===== src/rtl/ll_pkg.sv =====
// Shared constants for the LL decimator slice.
//   PIX_W       : pixel width on the actor streams
//   PAIR_W      : horizontal pair sum width (no truncation)
//   QUAD_W      : 2x2 block sum width
//   TOKEN_COUNT : constant COUNT value advertised on output ports
//   ROUND_BIAS  : added before the divide-by-4 so halves round up
package ll_pkg;

  localparam int          PIX_W       = 16;
  localparam int          PAIR_W      = 17;
  localparam int          QUAD_W      = 18;
  localparam logic [15:0] TOKEN_COUNT = 16'h1;
  localparam int          ROUND_BIAS  = 2;

  // Rounded mean of a 2x2 block sum. Max sum 4*65535 plus the bias still
  // fits QUAD_W, and the result fits PIX_W, so no saturation is required.
  function automatic logic [PIX_W-1:0] round_avg4(input logic [QUAD_W-1:0] total);
    logic [QUAD_W-1:0] biased;
    biased = total + QUAD_W'(ROUND_BIAS);
    return biased[QUAD_W-1:2];
  endfunction

endpackage


===== src/rtl/ll_linebuf.sv =====
// Half-line buffer: simple dual-port RAM holding even-row pair sums.
//   CLK      : clock
//   i_we     : write enable
//   i_waddr  : write address
//   i_wdata  : write data (pair sum)
//   i_re     : read enable; o_rdata updates only when set, so the last
//              read value stays valid across input gaps
//   i_raddr  : read address
//   o_rdata  : registered read data (1-cycle latency)
// No reset: every entry is written on an even row before it is read.
module ll_linebuf
  import ll_pkg::*;
#(
  parameter int DEPTH = 256,
  parameter int AW    = 8
) (
  input  logic              CLK,
  input  logic              i_we,
  input  logic [AW-1:0]     i_waddr,
  input  logic [PAIR_W-1:0] i_wdata,
  input  logic              i_re,
  input  logic [AW-1:0]     i_raddr,
  output logic [PAIR_W-1:0] o_rdata
);

  logic [PAIR_W-1:0] r_mem [DEPTH];
  logic [PAIR_W-1:0] r_rdata;

  always_ff @(posedge CLK) begin
    if (i_we) r_mem[i_waddr] <= i_wdata;
  end

  always_ff @(posedge CLK) begin
    if (i_re) r_rdata <= r_mem[i_raddr];
  end

  assign o_rdata = r_rdata;

endmodule


===== src/rtl/ll_downsample2x2.sv =====
// Streaming 2x2 box-filter decimator producing the next-coarser LL subband.
// Consumes a raster-order pixel stream and emits one rounded 2x2 mean per
// block (quarter-size frame) on the SEND/ACK/RDY/COUNT actor protocol.
//   CLK, RESET  : clock, asynchronous active-high reset
//   In1_DATA    : input pixel
//   In1_SEND    : upstream token valid
//   In1_COUNT   : upstream count (unused, tokens taken one at a time)
//   In1_ACK     : token consumed this cycle
//   Out1_DATA   : averaged pixel
//   Out1_SEND   : output token strobe
//   Out1_COUNT  : constant 1
//   Out1_RDY    : downstream can take a token this cycle
//   Out1_ACK    : downstream acknowledge (unused)
module ll_downsample2x2
  import ll_pkg::*;
#(
  parameter int IMG_W = 512,
  parameter int IMG_H = 512
) (
  input  logic             CLK,
  input  logic             RESET,
  input  logic [PIX_W-1:0] In1_DATA,
  input  logic             In1_SEND,
  input  logic [15:0]      In1_COUNT,
  output logic             In1_ACK,
  output logic [PIX_W-1:0] Out1_DATA,
  output logic             Out1_SEND,
  output logic [15:0]      Out1_COUNT,
  input  logic             Out1_RDY,
  input  logic             Out1_ACK
);

  localparam int CW       = (IMG_W > 1) ? $clog2(IMG_W) : 1;
  localparam int RW       = (IMG_H > 1) ? $clog2(IMG_H) : 1;
  localparam int LB_DEPTH = IMG_W / 2;
  localparam int AW       = (LB_DEPTH > 1) ? $clog2(LB_DEPTH) : 1;

  logic [CW-1:0]     r_col;
  logic [RW-1:0]     r_row;
  logic [PIX_W-1:0]  r_hold;
  logic [PIX_W-1:0]  r_obuf;
  logic              r_pend;

  logic              w_ack;
  logic              w_even_col;
  logic              w_odd_row;
  logic              w_last_col;
  logic              w_last_row;
  logic              w_lb_we;
  logic              w_lb_re;
  logic              w_emit;
  logic [AW-1:0]     w_lb_addr;
  logic [PAIR_W-1:0] w_pair;
  logic [PAIR_W-1:0] w_lb_rdata;
  logic [QUAD_W-1:0] w_total;
  logic              w_unused;

  assign w_unused = ^{In1_COUNT, Out1_ACK};

  // Single-entry output: input is frozen while a result is waiting, which
  // guarantees a block never completes on top of an unsent one.
  assign w_ack      = In1_SEND & ~r_pend;
  assign w_even_col = ~r_col[0];
  assign w_odd_row  = r_row[0];
  assign w_last_col = (r_col == CW'(IMG_W - 1));
  assign w_last_row = (r_row == RW'(IMG_H - 1));
  assign w_lb_addr  = AW'(r_col >> 1);

  // Even row, odd column stores the pair sum; odd row, even column fetches
  // it so it is ready by the time the odd-column partner pixel arrives.
  assign w_lb_we = w_ack & ~w_even_col & ~w_odd_row;
  assign w_lb_re = w_ack &  w_even_col &  w_odd_row;
  assign w_emit  = w_ack & ~w_even_col &  w_odd_row;

  assign w_pair  = PAIR_W'(r_hold) + PAIR_W'(In1_DATA);
  assign w_total = QUAD_W'(w_lb_rdata) + QUAD_W'(r_hold) + QUAD_W'(In1_DATA);

  ll_linebuf #(
    .DEPTH (LB_DEPTH),
    .AW    (AW)
  ) u_linebuf (
    .CLK     (CLK),
    .i_we    (w_lb_we),
    .i_waddr (w_lb_addr),
    .i_wdata (w_pair),
    .i_re    (w_lb_re),
    .i_raddr (w_lb_addr),
    .o_rdata (w_lb_rdata)
  );

  // Raster position and first-of-pair holding register.
  always_ff @(posedge CLK or posedge RESET) begin
    if (RESET) begin
      r_col  <= '0;
      r_row  <= '0;
      r_hold <= '0;
    end else if (w_ack) begin
      if (w_even_col) r_hold <= In1_DATA;
      if (w_last_col) begin
        r_col <= '0;
        r_row <= w_last_row ? '0 : r_row + RW'(1);
      end else begin
        r_col <= r_col + CW'(1);
      end
    end
  end

  // Output register. Reset drops any pending result so the new frame
  // starts clean.
  always_ff @(posedge CLK or posedge RESET) begin
    if (RESET) begin
      r_obuf <= '0;
      r_pend <= 1'b0;
    end else if (w_emit) begin
      r_obuf <= round_avg4(w_total);
      r_pend <= 1'b1;
    end else if (Out1_SEND) begin
      r_pend <= 1'b0;
    end
  end

  assign In1_ACK    = w_ack;
  assign Out1_SEND  = r_pend & Out1_RDY;
  assign Out1_DATA  = r_obuf;
  assign Out1_COUNT = TOKEN_COUNT;

endmodule


===== config.mk =====
export PLATFORM = sky130hd
export DESIGN_NAME = ll_downsample2x2
export DESIGN_NICKNAME = d
export VERILOG_FILES = /design/src/rtl/ll_pkg.sv /design/src/rtl/ll_linebuf.sv /design/src/rtl/ll_downsample2x2.sv
export SDC_FILE = /design/constraint.sdc
export NUM_CORES = 2
export LEC_CHECK = 0
export CAP_MARGIN = 20
export CELL_PAD_IN_SITES_DETAIL_PLACEMENT = 0
export CELL_PAD_IN_SITES_GLOBAL_PLACEMENT = 1
export CORE_MARGIN = 10
export CORE_UTILIZATION = 30
export DETAILED_ROUTE_END_ITERATION = 10
export PLACE_DENSITY_LB_ADDON = 0.1
export SLEW_MARGIN = 5
export SYNTH_ARGS = -nofsm -noshare
export SYNTH_HDL_FRONTEND = slang
export SYNTH_MEMORY_MAX_BITS = 65536
export SYNTH_SLANG_ARGS = --single-unit

===== constraint.sdc =====
create_clock -name CLK -period 16.8 [get_ports CLK]
set_input_delay 3.36 -clock CLK [delete_from_list [all_inputs] [get_ports CLK]]
set_output_delay 3.36 -clock CLK [all_outputs]
set_load 0.02 [all_outputs]

======== After elaboration in Yosys (flattened, before gate mapping) ========
Memories as Yosys holds them, arrays and structs flattened. A register that Yosys moved wholly into a read port is not among the register bits.
Cells that the tools add are included.
cells by class
  $add $sub $neg .......................... 6
  eq/ne operators ......................... 2
  muxes and demuxes ....................... 6
  bitwise logic cells ..................... 10
  reduce and logical (&&, ||, !) cells .... 3
operator list
  operator               number
  $add 17x16->18         1
  $add 18x16->18         1
  $add 18x2->18 const B  1
  $add 9x1->9 const B    2
  $eq 9x9->1 const B     2
  $mux 9                 2
  $add 16x16->17         1
  $and 1x1->1            7
  $mux 1                 4
  $reduce_and 2->1       2
  $not 1->1              3
  $reduce_bool 2->1      1
word-level totals
  register bits ........................... 51
  RAM bits ................................ 4352
  input port bits ......................... 37
  output and inout bits ................... 34
  memories kept ........................... 1
memories
  memory           depth  bits a word  rd ports  clocked after memory_dff  write ports  RTL line          RTL
  u_linebuf.r_mem  256    17           1         1                         1            ll_linebuf.sv:26  logic [PAIR_W-1:0] r_mem [DEPTH];

======== Logic depth before layout (Yosys ltp) ========
  depth after elaboration ................. 6
  mapped depth ............................ 15
  mapped depth without buffers ............ 11

======== Modules after synthesis ========
Synthesis repeated with hierarchy kept, for this count alone.
unflattened totals
  cell total of the unflattened synthesis .. 8199
  area total of the unflattened synthesis .. 173777.9 um^2
by module, submodules not included
  module            instances  cells an instance  area an instance (um^2)
  ll_linebuf        1          7797               169874.2
  ll_downsample2x2  1          402                3903.7

======== Worst setup path before layout ========
Ideal clock, no wire load.
  kind .................................... input -> register
  start ................................... input In1_DATA[2]
  end ..................................... memory u_linebuf.r_mem[0][13], data pin
  arrival time ............................ 14.195 ns
  data required time ...................... 14.704 ns
  setup slack ............................. 0.509 ns
  stages on the path ...................... 8
  path buffers ............................ 0
  cell sequence ........................... ha_1 -> o21ai_0 -> o21a_1 -> nor3_1 -> nor3_1 -> o31ai_1 -> a211oi_1 -> nor3_1
between the ends
  cells in the longest elaborated chain, start to end .. 1
RTL lines
  what                             RTL line                RTL
  start: declaration               ll_downsample2x2.sv:22  input logic [PIX_W-1:0] In1_DATA,
  $add 16x16->17                   ll_downsample2x2.sv:75  assign w_pair = PAIR_W'(r_hold) + PAIR_W'(In1_DATA);
  named net u_linebuf.i_wdata[13]  ll_linebuf.sv:20        input logic [PAIR_W-1:0] i_wdata,
  end: declaration                 ll_linebuf.sv:26
The timed path passes the listed nets, and every way through them passes these cells.

======== Final worst setup path ========
  start ................................... input In1_SEND
  end ..................................... output In1_ACK
between the ends
  cells in the longest elaborated chain, start to end .. 1
RTL lines
  what                RTL line                RTL
  start: declaration  ll_downsample2x2.sv:23  input logic In1_SEND,
  $and 1x1->1         ll_downsample2x2.sv:62  assign w_ack = In1_SEND & ~r_pend;
  end: declaration    ll_downsample2x2.sv:25  output logic In1_ACK,
No other way between the ends.

==> impl_metrics.toml <==
[placed_design]
io_buffers = 37
hpwl_um = 305000
gp_congestion = 0.771
placedCellCount = 14671
placedInstanceArea_mm2 = 0.183

[finish]
final_common_cell = "edfxtp_1"
fin_area_mm2 = 0.198
layout-drive-gt1-share = 0.340
final_nets = 7752
multiInputGateArea_mm2 = 0.0372
seq_area_mm2 = 0.132
syn2layout_area_growth_pct = 16.3
final_cells = 15611
final_util = 0.351
layout_common_cells = "edfxtp_1, mux4_2, clkbuf_16"
fill_cells = 52186

[critical_path]
cp-end-kind = "output pin"
cp.required_ns = 13.44
crit_end = "In1_ACK"
path_class = "input pin to output pin"
rr_startpoint = "r_col[1]$_DFFE_PP0P_"
arrival_ns = 5.10
critPathMaxFanout = 14
critPathLaunch = "In1_SEND"
regToRegSetupSlack_ns = 10.05
r2r-end = "u_linebuf.o_rdata[1]$_DFFE_PP_"
r2r_cells = 8
start_kind = "input pin"

[power_and_ir_drop]
ir_drop_mv = 0.178
power.density_mw_per_mm2 = 169
p_leak_nw = 59.7

[logic_synthesis]
yosys_register_bits = 4420
synth_seq_area_share = 0.777
synthArstFlopShare = 0.0115
synth_flop_cell = "edfxtp_1"
netlist_area_mm2 = 0.171
syn_inst = 7114
ys_warn_count = 0
postSynthAreaPerCell_um2 = 24.0
ys_types = 61
synth_top_cell_area_share = 0.769
yosys-top-cells-area = "edfxtp_1, mux4_2, dfrtp_1, nor2_1, a22oi_1"
synth_largest_area_cell = "edfxtp_1"
synth_edf_count = 4369

[timing]
hold_viol_final = 0
period_share = 0.503
fmax_mhz = 118
drv_slew = 0
final-setup-viol-count = 0
worst_pin_slew_ns = 1.40
slew_headroom = 0.0641
fin_setup_tns_ns = 0
fin_worst_skew_ns = 0.0598
rsz0062_at_grt = "no"
fin_crit_ns = 8.46

[route]
post-route-drc-count = 0
wirelength_um = 515000
drtIter0Drc = 7224
via_count = 78297
final_antenna_net_count = 0
first_pass_iters = 5
wl_per_cell_um = 33.0
viasPerCell = 5.02

[die]
start_util = 0.301
rows = 276
die-area_mm2 = 0.599
io_pins = 71
dieHeight_um = 774
die_width_um = 774
core_area_mm2 = 0.566

[clock_tree]
cts.sinks = 4420
cts_setup_buffers = 0
root_buffer = "clkbuf_16"
ctsResizeCount = 0
cts_max_path_buffers = 4
numCtsBuffers = 479
path_clk_slew_ns = 0.05
clk_latency_ns = 1.04
hold_buffers = 0
cts_max_level = 5
cts_tree = "built"

[global_routing]
antenna_found_initial = 35
grt_max_degree = 207
overflow = 0
grt_usage = 0.168
grt_first_pass_wirelength_um = 708000
first_global_vias = 82806

[outcome]
status = "completed"

[job]
max-cap-violations = 0

[hold_path]
hp-class = "register to register"
-- critical path, cell delays in order --
cell             delay, ns
clkdlybuf4s50_1       0.45
nand2_1               0.28
inv_1                 0.13
buf_4                 0.23
clkdlybuf4s50_1       0.64
-- layer usage --
metal	vias up	track usage	wire, µm
met3	613	0.0292	26700
li1	31840	-	-
met4	2	0.0400	13500
met1	43915	0.237	232000
met5	-	0	13
met2	1927	0.270	243000
-- worst min-delay path by stage --
stage / startpoint / endpoint / cells after the start
after global placement: Out1_DATA[0]$_DFFE_PP0P_ / Out1_DATA[0]$_DFFE_PP0P_ / 2
after global routing: Out1_DATA[7]$_DFFE_PP0P_ / Out1_DATA[7]$_DFFE_PP0P_ / 2
after floorplan: r_row[6]$_DFFE_PP0P_ / r_row[6]$_DFFE_PP0P_ / 1
after detailed placement: Out1_DATA[0]$_DFFE_PP0P_ / Out1_DATA[0]$_DFFE_PP0P_ / 2
final: Out1_DATA[0]$_DFFE_PP0P_ / Out1_DATA[0]$_DFFE_PP0P_ / 2
after CTS: Out1_DATA[0]$_DFFE_PP0P_ / Out1_DATA[0]$_DFFE_PP0P_ / 2
-- synth_stat cells, types with 9 or more instances --
| cell type | n |
|---|---|
| a21oi_1 | 48 |
| a221oi_1 | 16 |
| a22o_1 | 14 |
| a22oi_1 | 78 |
| a31oi_1 | 9 |
| buf_1 | 57 |
| buf_2 | 105 |
| buf_4 | 46 |
| buf_6 | 31 |
| clkbuf_1 | 155 |
| dfrtp_1 | 51 |
| edfxtp_1 | 4369 |
| fa_1 | 16 |
| ha_1 | 37 |
| inv_1 | 18 |
| mux2_2 | 21 |
| mux2i_1 | 18 |
| mux4_2 | 1346 |
| nand2_1 | 92 |
| nand2b_1 | 11 |
| nand3_1 | 52 |
| nand4_1 | 14 |
| nor2_1 | 300 |
| nor3_1 | 21 |
| o21ai_0 | 40 |
| o22ai_1 | 9 |
| or3_1 | 10 |
| xnor2_1 | 14 |
| xor2_1 | 10 |
-- kinds of logic (layout without fill, tap and decap cells) --
logic type,after synthesis,after routing,share of synthesized area
buffers and inverters,414,1348,0.0123
AO/OA/AOI/OAI,277,277,0.0113
adder cells (fa/ha/maj),53,53,0.00459
other,2,59,0.0000440
flip-flops,4420,4420,0.777
multiplexers,1385,1385,0.180
AND/OR/NAND/NOR,539,539,0.0136
XOR/XNOR,24,24,0.00123
-- area by class of cell --
class | count | share of cell area
Sequential cell | 4420 | 0.668
Clock buffer | 580 | 0.0632
Antenna cell | 43 | 0.000543
Tap cell | 7506 | 0.0474
Timing Repair Buffer | 447 | 0.0200
Clock inverter | 301 | 0.0129
Inverter | 20 | 0.000416
Multi-Input combinational cell | 2294 | 0.188
-- power breakdown --
group          internal, mW  leakage (nW)  switching, mW
Sequential             13.9          39.9         0.0869
Combinational          3.06          12.4           6.12
Clock                  5.86          7.40           4.38
Total                  22.8          59.7           10.6
-- stage by stage --
step / hold slack (ns) / setup slack, ns / power (mW)
floorplan: 0.464 / 0.509 / 20.0
global placement: 0.462 / 7.47 / 23.5
detailed placement: 0.476 / 7.31 / 23.7
CTS: 0.488 / 8.35 / 34.0
global route: 0.512 / 7.95 / 34.7
finish: 0.480 / 8.34 / 33.4
-- sequential cells by signal, indices dropped and copies added, names as in the netlist --
| name | cells |
|---|---|
| r_hold | 16 |
| u_linebuf.r_mem | 4352 |
| r_col | 9 |
| r_pend | 1 |
| Out1_DATA | 16 |
| u_linebuf.o_rdata | 17 |
| r_row | 9 |
Power figures use the tool's default switching activity.
